--- config.mk ---
export PLATFORM = sky130hd
export DESIGN_NAME = addsub_arbiter
export DESIGN_NICKNAME = d
export VERILOG_FILES = /design/src/rtl/addsub_pkg.sv /design/src/rtl/addsub_core.sv /design/src/rtl/addsub_arbiter.sv
export SDC_FILE = /design/constraint.sdc
export NUM_CORES = 1
export LEC_CHECK = 0
export BUFFER_PORTS_ARGS = -buffer_cell sky130_fd_sc_hd__buf_2
export CAP_MARGIN = 5
export CORE_MARGIN = 10
export CORE_UTILIZATION = 48
export DETAILED_ROUTE_END_ITERATION = 7
export PLACE_DENSITY = 0.9
export SYNTH_ARGS = -nofsm -noshare
export SYNTH_HDL_FRONTEND = slang
export SYNTH_SLANG_ARGS = --single-unit
--- constraint.sdc ---
create_clock -name clk -period 5.4 [get_ports clk]
set_clock_uncertainty 0.2 [all_clocks]
set_input_delay 0.54 -clock clk [delete_from_list [all_inputs] [get_ports clk]]
set_output_delay 0.54 -clock clk [all_outputs]
set_load 0.005 [all_outputs]
--- src/rtl/addsub_pkg.sv ---
// Shared types and constants for the round-robin add/sub arbiter.
package addsub_pkg;
   typedef enum logic {OP_ADD = 1'b0, OP_SUB = 1'b1} op_e;

   localparam int          DEF_WIDTH = 8;
   localparam int          DEF_NREQ  = 4;
   localparam logic [15:0] OPS_MAX   = 16'hFFFF;
endpackage

--- src/rtl/addsub_core.sv ---
// Combinational WIDTH-bit add/sub; MSB of y is carry (add) or borrow (sub).
module addsub_core
   import addsub_pkg::*;
#(
   parameter int WIDTH = DEF_WIDTH
)(
   input  logic [WIDTH-1:0] a,
   input  logic [WIDTH-1:0] b,
   input  op_e              op,
   output logic [WIDTH:0]   y
);
   always_comb begin
      if (op == OP_SUB) y = {1'b0, a} - {1'b0, b};
      else              y = {1'b0, a} + {1'b0, b};
   end
endmodule

--- src/rtl/addsub_arbiter.sv ---
// Round-robin arbiter sharing one add/sub datapath across NREQ requesters,
// with a single-entry result register and a saturating transfer counter.
module addsub_arbiter
   import addsub_pkg::*;
#(
   parameter  int WIDTH = DEF_WIDTH,
   parameter  int NREQ  = DEF_NREQ,
   localparam int IDW   = $clog2(NREQ)
)(
   input  logic                        clk,
   input  logic                        rst_n,
   input  logic [NREQ-1:0]             req_valid,
   output logic [NREQ-1:0]             req_ready,
   input  logic [NREQ-1:0][WIDTH-1:0]  req_a,
   input  logic [NREQ-1:0][WIDTH-1:0]  req_b,
   input  logic [NREQ-1:0]             req_op,
   output logic                        res_valid,
   input  logic                        res_ready,
   output logic [WIDTH:0]              res_data,
   output logic [IDW-1:0]              res_id,
   output logic [15:0]                 ops_done
);
   logic [IDW-1:0] ptr, win, ptr_nxt;
   logic           any_vld, can_issue, grant;
   logic [WIDTH:0] core_y;

   // Scan from the farthest slot back toward ptr so the nearest valid one wins.
   always_comb begin
      int idx;
      idx     = 0;
      win     = '0;
      any_vld = 1'b0;
      for (int k = NREQ-1; k >= 0; k--) begin
         idx = int'(ptr) + k;
         if (idx >= NREQ) idx = idx - NREQ;
         if (req_valid[IDW'(idx)]) begin
            win     = IDW'(idx);
            any_vld = 1'b1;
         end
      end
   end

   assign can_issue = !res_valid || res_ready;
   // rst_n gating keeps req_ready low for the whole reset window, not just after an edge.
   assign grant     = rst_n && can_issue && any_vld;
   assign ptr_nxt   = (win == IDW'(NREQ-1)) ? '0 : win + 1'b1;

   always_comb begin
      req_ready = '0;
      if (grant) req_ready[win] = 1'b1;
   end

   addsub_core #(.WIDTH(WIDTH)) u_core (
      .a  (req_a[win]),
      .b  (req_b[win]),
      .op (op_e'(req_op[win])),
      .y  (core_y)
   );

   always_ff @(posedge clk or negedge rst_n) begin
      if (!rst_n) begin
         ptr       <= '0;
         res_valid <= 1'b0;
         res_data  <= '0;
         res_id    <= '0;
         ops_done  <= '0;
      end else begin
         if (res_valid && res_ready && ops_done != OPS_MAX)
            ops_done <= ops_done + 16'd1;
         if (grant) begin
            res_valid <= 1'b1;
            res_data  <= core_y;
            res_id    <= win;
            ptr       <= ptr_nxt;
         end else if (res_ready) begin
            res_valid <= 1'b0;
         end
      end
   end
endmodule

==> impl_metrics.ini, run 1 <==
[route]
drtIter0Drc = 56
drc = 0
antenna_left = 0
wl_per_cell_um = 14.3
avgViaCountPerCell = 5.25
drtPass1Iterations = 4
vias = 2459
routed_wl_um = 6690

[sta]
rsz0062_at_grt = false
fin_crit_ps = 4360
hold_viol_final = 0
layout_worst_path_cycle_share_pct = 80.8
slew_headroom_pct = 55.6
setup_tns_ps = 0
fin_ws_ps = 1040
clock.fmax_ghz = 0.229
worst_pin_slew_ps = 667
setup_viol = 0
finalMaxSlewViolations = 0

[setup_path]
crit_path_max_fanout = 13
cp.required_ps = 5340
r2r_cells = 16
r2r_start = ptr[1]
worstSetupPathType = flop to flop
endpoint = res_data[8]
r2r_slack_ps = 1040
reg2reg_to = res_data[8]
crit_start = ptr[1]
end_kind = flop
start_kind = flop
arrival_ps = 4300

[synthesis]
syn-instance-count = 293
avgSynthCellArea_um2 = 8.46
syn-cell-area_um2 = 2480
ys_seq_elements = 30
synth_edf_count = 0
synthFlopType = dfrtp_1
ys_warn_count = 0
ys_types = 49
ys_seq_area_share_pct = 30.3
synthArstFlopShare_pct = 100
syn-num-nets = 383

[min_path]
hold_path.class = input pin to async pin

[placement]
portBuffers = 106
pre_cts_ws_ps = 875
place.gp.congestion = 0.815
dpl.hpwl_um = 5600
place_area_um2 = 3070

[clock_network]
post-cts-setup-buffers = 0
clk_pin_slew_worst_paths_ps = 60
cts_hold_buf = 0
root_buffer = clkbuf_8
cts.sinks = 30
cts_htree_levels = 2
cts_buffers = 5
cts_tree = done
cts_buffer_depth = 2
post_cts_resized = 0
clk_latency_ps = 280

[cells_and_area]
layout_common_cells = buf_2 (106), nand2_1 (59), dfrtp_1 (30)
final_nets = 488
fin_util_pct = 62.4
syn_to_final_growth_pct = 26.9
drive_above_1_share_pct = 33.2
stdcell_area_um2 = 3140
fillCellCount = 434
final_common_cell = buf_2
num_antenna_cells = 0

[pwr]
p_int_w = 0.000856
leakage_nw = 1.64
combPwrFrac_pct = 66.8
pwr-share-clk_pct = 10.7
power_density_nw_per_um2 = 492
ir_drop_uv = 354
p_sw_w = 0.000690
power_frac_seq_pct = 22.6
switching_share_pct = 44.6

[global_route]
grtUsageTotal_pct = 16.0
antenna_found_initial = 0
met1_usage_pct = 17.9
gr-max-usage-layer = met2
overflow = 0
grt_pass1_vias = 2602
use_met2_pct = 27.5
grt_use_met3_pct = 6.60
grt_max_degree = 32
grt_pass1_wl_um = 11600

[die]
core_area_um2 = 5040
start_util_pct = 49.2
dieWidth_um = 91.9
rows = 26
die-area_um2 = 8440
die_y_um = 91.9
ioPinCount = 107

[run]
cap_viol_max_count = 0

[outcome]
outcome = finished, final reports clean
-- flip-flops by register name (all words and copies together) (netlist names) --
| signal | count |
|---|---|
| ops_done | 16 |
| ptr | 2 |
| res_data | 9 |
| res_id | 2 |
| res_valid | 1 |
-- metal layers --
metal | vias up | routed length [um]
li1 | 1245 | -
met3 | 9 | 616
met1 | 1117 | 2840
met4 | 0 | 77
met5 | - | 0
met2 | 88 | 3160
-- per-stage QoR --
stage                     total power [W]  hold WS, ps  std cells
after floorplan                   0.00111         44.4        293
after global placement            0.00135          258        461
after detailed placement          0.00139          271        461
after CTS                         0.00156          108        468
after global routing              0.00170          142        468
final                             0.00155         94.5        468
-- critical path: stages, from the launching register on --
cell and delay (ps):
dfrtp_1 440, and2_4 180, o211a_1 310, nor2_4 380, mux2_2 440, ha_1 260
nor2_1 140, xor2_1 200, ha_1 290, nor2b_1 140, o21ai_0 140, nand2b_1 100
a311o_1 390, a21o_1 200, a21oi_1 200, xnor2_1 150, o21ai_1 70
-- layout make-up --
type                    instances  area, um2  area share, %
flip-flops and latches         30        751           23.9
well taps                      70       87.6           2.79
clock buffers                   5       68.8           2.19
inverters                       8       32.5           1.03
multi-input cells             245       1650           52.4
clock inverters                 2       10.0          0.318
repair buffers                108        546           17.3
-- synthesized netlist by cell type (8+ instances only) --
library cell	number	area share [%]
a31oi_1	10	2.5
and2_1	8	2.0
and3_1	8	2.0
dfrtp_1	30	30
ha_1	14	7.1
mux2i_1	11	4.4
nand2_1	59	8.9
nand3_1	24	4.8
o21ai_0	18	3.6
xnor2_1	18	6.4
xor2_1	9	3.2
-- cells by family (layout without fill, tap and decap cells) --
logic type / count (synthesis) / after routing / synth area share, %
AOI/OAI and AO/OA: 54 / 54 / 15.1
xor gates and xnor gates: 27 / 27 / 9.54
adders and majority gates: 15 / 15 / 7.87
buffers and inverters: 18 / 123 / 3.18
DFF: 30 / 30 / 30.3
muxes: 18 / 18 / 7.77
and+or+nand+nor: 131 / 131 / 26.3
-- power groups by stage --
stage	registers (W)	logic [W]	clock network [W]
CTS	0.000350	0.00104	0.000170
global placement	0.000349	0.00100	0
detailed placement	0.000354	0.00104	0
floorplan	0.000351	0.000762	0
global route	0.000362	0.00116	0.000180
finish	0.000349	0.00103	0.000165
-- how the worst min path moves through the flow --
| stage | to | slack (ps) | cells past startpoint |
|---|---|---|---|
| final | res_id[0] | 90 | 1 |
| after global routing | ops_done[3] | 140 | 1 |
| after CTS | ops_done[13] | 110 | 1 |
| after detailed placement | res_data[8] | 270 | 2 |
| after global placement | res_id[0] | 260 | 2 |
| after floorplan | ops_done[0] | 40 | 0 |
Power figures use the tool's default switching activity.
==> run 2: changes to the inputs <==
--- a/config.mk
+++ b/config.mk
@@ -8,9 +8,9 @@
 export BUFFER_PORTS_ARGS = -buffer_cell sky130_fd_sc_hd__buf_2
 export CAP_MARGIN = 5
 export CORE_MARGIN = 10
-export CORE_UTILIZATION = 48
+export CORE_UTILIZATION = 44
 export DETAILED_ROUTE_END_ITERATION = 7
-export PLACE_DENSITY = 0.9
+export PLACE_DENSITY = 0.87
 export SYNTH_ARGS = -nofsm -noshare
 export SYNTH_HDL_FRONTEND = slang
 export SYNTH_SLANG_ARGS = --single-unit
==> constraint.sdc (replaced) <==
create_clock -name clk -period 3.6 [get_ports clk]
set_clock_uncertainty 0.2 [all_clocks]
set_input_delay 0.36 -clock clk [delete_from_list [all_inputs] [get_ports clk]]
set_output_delay 0.36 -clock clk [all_outputs]
set_load 0.005 [all_outputs]
==> run 2 against run 1 <==
- die area grew 7.1%
- first-iteration DRC count up 82%
- total power grew 93%
- sequential power up 49%
- utilization rose by 3.7 points
- critical endpoint unchanged
- the run now ends with negative setup slack left
- global-route usage increased by 1.3 points
==> impl_metrics.ini, run 2 (synthesized netlist as in run 1, its figures left out) <==
[cells_and_area]
seq_area_um2 = 751
num_antenna_cells = 0
regMostFlops = ops_done
final_common_cell = buf_2
final_nets = 533
multiInputGateArea_um2 = 1750
largest_register_ffs = 16
drive_above_1_share_pct = 43.9
fillCellCount = 465
largest_registers = ops_done: 16 flops, res_data: 9 flops
layout_common_cells = buf_2 (106), nand2_1 (58), buf_4 (45)
fin_util_pct = 66.0
syn_to_final_growth_pct = 45.8

[setup_path]
crit_path_max_fanout = 7
r2r_cells = 16
cp.required_ps = 3540
start_kind = flop
r2r_slack_ps = -170
worstSetupPathType = flop to flop
crit_start = ptr[1]
reg2reg_to = res_data[8]
end_kind = flop
arrival_ps = 3710
r2r_start = ptr[1]

[sta]
fin_ws_ps = -166
whs_ps = 171
setup_viol = 4
fin_crit_ps = 3770
rsz0062_at_grt = true
worst_pin_slew_ps = 723
layout_worst_path_cycle_share_pct = 105
slew_headroom_pct = 51.7
hold_viol_final = 0
clock.fmax_ghz = 0.266
finalMaxSlewViolations = 0

[route]
vias = 2719
routed_wl_um = 8080
wl_per_cell_um = 15.7
drc = 0
antenna_left = 0
drtPass1Iterations = 4
drtIter0Drc = 102
avgViaCountPerCell = 5.27

[placement]
portBuffers = 106
place.gp.congestion = 0.823
dpl.hpwl_um = 6670

[outcome]
outcome = complete, but fails checks
violations = negative setup slack

[global_route]
overflow = 0
grt_max_degree = 31
grt_pass1_wl_um = 12800
grt_pass1_vias = 3003
grtUsageTotal_pct = 17.3
antenna_found_initial = 0

[pwr]
leakage_nw = 1.89
power_w = 0.00298
power_density_nw_per_um2 = 825
ir_drop_uv = 595

[min_path]
min_to = res_valid
worstHoldPathCells = 3
hold_path.class = input pin to flop
min_from = req_valid[1]

[clock_network]
root_buffer = clkbuf_8
cts_tree = done
cts.sinks = 30
clk_latency_ps = 280
cts_buffers = 5
cts_buffer_depth = 2
clk_pin_slew_worst_paths_ps = 70
cts_htree_levels = 2

[die]
dieWidth_um = 95.1
die_y_um = 95.1
die-area_um2 = 9040
start_util_pct = 45.3
core_area_um2 = 5470
rows = 27
ioPinCount = 107

[run]
cap_viol_max_count = 0
[run 2: changes by cell type in the layout (fill, tap and decap cells not counted), moves of 3 or more]
cell,before,now
mux2i_1,11,7
a21oi_2,0,3
a21oi_1,4,1
mux2i_2,0,4
buf_4,2,45
o21ai_0,18,14
[run 2: per-layer routing]
metal	wire (um)	part of all wire [%]	GRT usage (%)	up-vias
met1	3120	39	17.6	1274
met4	136	1.7	5.49	0
met2	4250	53	32.5	98
met3	577	7.1	5.89	14
met5	0	0	0	-
li1	-	-	-	1333
[run 2: layout make-up]
type                       count  share of cell area [%]
tap                           72                    2.49
timing repair buffer         153                    24.9
inverter                       8                   0.900
clock inverter                 2                   0.346
sequential                    30                    20.8
multi-input combinational    245                    48.4
clock buffer                   6                    2.28
[run 2: timing repair]
| action | in CTS | in global routing |
|---|---|---|
| pin swaps | 4 | 6 |
| buffers inserted | 4 | 2 |
| endpoints found under the setup margin | 4 | 4 |
| hold buffers | 1 | 0 |
| resized for setup | 3 | 15 |
| hold endpoints to repair | 30 | 0 |
[run 2: power breakdown]
part / leakage, nW / internal, W / switching, W / total, W
combinational: 1.46 / 0.00114 / 0.00104 / 0.00218
sequential: 0.382 / 0.000439 / 0.0000800 / 0.000519
clock: 0.0472 / 0.000153 / 0.000128 / 0.000281
[run 2: through the flow]
step	instance area (um2)	setup TNS, ps	setup slack, ps	cells
after floorplan	2510	-416	-178	293
after global placement	3390	-77.1	-50.9	501
after detailed placement	3390	-513	-196	501
after CTS	3540	-288	-111	514
after global routing	3610	-1120	-352	516
final	3610	-375	-166	516
[run 2: worst max path at each step]
stage / end / cells after the start
floorplan: res_data[8] / 19
global placement: res_data[8] / 19
detailed placement: res_data[8] / 18
CTS: res_data[8] / 17
global route: res_data[8] / 18
finish: res_data[8] / 16
[run 2: worst max-delay path: stages, from the launching register on]
cell and delay [ps]:
dfrtp_1 410, and2_4 180, o21a_1 210, nor3_4 190, inv_4 110, mux2i_2 170, mux2_4 280, ha_4 180
buf_4 130, a31oi_1 160, xor2_1 190, ha_1 270, a311o_1 390, a21o_1 170, a21oi_2 140, xnor2_1 150
o21ai_1 80
==> run 3: changes to the inputs <==
--- a/config.mk
+++ b/config.mk
@@ -5,12 +5,13 @@
 export SDC_FILE = /design/constraint.sdc
 export NUM_CORES = 1
 export LEC_CHECK = 0
+export ABC_AREA = 1
 export BUFFER_PORTS_ARGS = -buffer_cell sky130_fd_sc_hd__buf_2
 export CAP_MARGIN = 5
 export CORE_MARGIN = 10
 export CORE_UTILIZATION = 44
 export DETAILED_ROUTE_END_ITERATION = 7
-export PLACE_DENSITY = 0.87
+export PLACE_DENSITY = 0.86
 export SYNTH_ARGS = -nofsm -noshare
 export SYNTH_HDL_FRONTEND = slang
 export SYNTH_SLANG_ARGS = --single-unit
==> run 3 against run 2 <==
- the flow still finishes with violations (negative setup slack)
- fmax down 5.2%
- area after synthesis up 5.2%
- setup slack worse by 210 ps
- sequential share of layout area down 2.9 points
- hold slack worse by 26 ps
- wire length up 36%
- first-iteration DRC count rose to 3.1 times the previous value
==> impl_metrics.ini, run 3 <==
[setup_path]
reg2reg_to = res_data[7]
cp.required_ps = 3530
r2r_slack_ps = -370
r2r_start = ptr[1]
crit_path_max_fanout = 6
max_stage_delay_ps = 430
endpoint = res_data[7]
start_kind = flop
crit_chain = inv_2, nand2_1, nand2_4, inv_2, nand2_4, nand3_4, nand3_4, nand2_4, o21ai_2, mux2i_4, ha_4, nor2_4, xor2_1, ha_1, a21oi_2, o21ai_2, a21o_1, a21oi_4, nor2_1, o21ai_1, nand2_1, xnor2_2, o21ai_1
worstSetupPathType = flop to flop
cp_slowest_cell = dfrtp_1
crit_start = ptr[1]
end_kind = flop
arrival_ps = 3910
worst_path_most_repeated_cell = nand2_4
r2r_cells = 23

[synthesis]
ys_seq_area_share_pct = 28.8
synth_fa_ha_area_share_pct = 7.49
yosysMostFrequentCell = nand2_1
synth_commonest_cells = nand2_1 (94), nor2_1 (42), nand3_1 (41), dfrtp_1 (30), inv_1 (29)
synthArstFlopShare_pct = 100
ys_types = 38
syn-instance-count = 373
yosys.area_share.simple_pct = 34.0
avgSynthCellArea_um2 = 6.99
syn-cell-area_um2 = 2610
ys_top_cells_by_area = dfrtp_1 (29%), nand2_1 (14%), nand3_1 (7.9%)
ys_warn_count = 0
syn-num-nets = 463
yosysTopAreaCell = dfrtp_1
synth_mux_area_share_pct = 0.960
synth_xor_area_share_pct = 8.06
synth-compound-area-share_pct = 11.9
netlist.area_leader.share_pct = 28.8
ys_seq_elements = 30
synth_top_family_by_area = simple AND/OR/NAND/NOR gates
synthFlopType = dfrtp_1
synth_edf_count = 0

[cells_and_area]
finalNonFillerCells = 615
drive_above_1_share_pct = 48.3
fin_util_pct = 74.8
syn_to_final_growth_pct = 61.8
final_common_cell = buf_2
largest_register_ffs = 16
num_antenna_cells = 0
layout_common_cells = buf_2 (106), nand2_1 (74), buf_4 (61)
final_nets = 633
fillCellCount = 361
largest_registers = ops_done: 16 flops, res_data: 9 flops
regMostFlops = ops_done

[sta]
setup_viol = 5
worst_pin_slew_ps = 805
clock.fmax_ghz = 0.252
fin_ws_ps = -375
hold_viol_final = 0
layout_worst_path_cycle_share_pct = 110
slew_headroom_pct = 46.2
finalMaxSlewViolations = 0
fin_crit_ps = 3970
rsz0062_at_grt = true
setup_tns_ps = -1330

[route]
drtIter0Drc = 317
drc = 0
routed_wl_um = 11000
vias = 3422
antenna_left = 0
wl_per_cell_um = 17.9
drtPass1Iterations = 5
avgViaCountPerCell = 5.56

[die]
dieWidth_um = 97.0
ioPinCount = 107
die_y_um = 97.0
start_util_pct = 46.2
core_area_um2 = 5640
rows = 27
die-area_um2 = 9410

[clock_network]
cts_htree_levels = 2
cts.sinks = 30
clk_latency_ps = 280
cts_tree = done
cts_buffer_depth = 2
cts_buffers = 5
clk_pin_slew_worst_paths_ps = 70
root_buffer = clkbuf_8

[global_route]
grtUsageTotal_pct = 18.3
gr-max-usage-layer = met2
met1_usage_pct = 20.0
use_met2_pct = 32.5
grt_pass1_wl_um = 15000
grt_use_met3_pct = 5.61
antenna_found_initial = 0
overflow = 0
grt_max_degree = 31
grt_pass1_vias = 3324

[min_path]
hold_path.class = input pin to flop

[placement]
portBuffers = 106
placed_cells = 578
dpl.hpwl_um = 6830
place.gp.congestion = 0.857

[run]
cap_viol_max_count = 0

[outcome]
violations = negative setup slack
outcome = complete, but fails checks
-- run 3: what timing repair did --
action | 4_1_cts | 5_1_grt
resized for setup | 47 | 56
buffers inserted | 21 | 10
setup endpoints to repair | 5 | 6
cloned | 1 | 0
endpoints found under the hold margin | 30 | 0
pin swaps | 34 | 42
hold buffers | 1 | 0
-- run 3: worst max-delay path: cells and delay by family, from the launching register on --
family	cells	cell delay, ps
flops	1	430
compound gates	7	1010
xor+xnor	2	350
buf+inv	2	170
simple gates	9	1000
fa+ha+maj	2	530
mux	1	130
-- run 3: final cells by class --
class	count	area (um2)	share of cell area, %
multi-input cells	295	2030	48.2
repair buffers	176	1090	25.8
flip-flops and latches	30	752	17.8
inverters	35	143	3.38
well taps	72	90.1	2.14
clock buffers	6	82.6	1.96
clock inverters	1	30.0	0.712
-- run 3: cell families (layout without fill, tap and decap cells) --
group,count (synthesis),count (layout)
simple gates,201,202
compound gates,52,52
buf+inv,49,218
flops,30,30
xor+xnor,24,24
fa+ha+maj,15,15
mux,2,2
-- run 3: metrics by stage --
step | instance area [um2] | hold WS (ps) | setup slack, ps
after floorplan | 2610 | -136 | 4.99
after global placement | 3440 | 234 | -200
after detailed placement | 3440 | 242 | -412
after CTS | 3880 | 140 | -111
after global routing | 4220 | 169 | -520
final | 4220 | 144 | -375
-- run 3: worst min-delay path by stage --
stage / start / to / slack (ps) / cells past startpoint
2_1_floorplan: rst_n / ops_done[0] / -140 / 0
3_3_place_gp: rst_n / ops_done[15] / 230 / 2
3_5_place_dp: rst_n / ops_done[7] / 240 / 2
4_1_cts: res_ready / res_valid / 140 / 2
5_1_grt: res_ready / res_valid / 170 / 2
6_report: res_ready / res_valid / 140 / 2
-- run 3: routing by layer --
metal | share of wire [%] | routed length (um) | up-vias
met4 | 6.2 | 682 | 0
li1 | - | - | 1565
met2 | 48 | 5290 | 243
met3 | 9.0 | 987 | 67
met5 | 0 | 0 | -
met1 | 37 | 4050 | 1547
Power of run 3 is left out: the tool's default activity adds up to more than one toggle a clock period on the data nets, which glitch-free logic cannot reach.
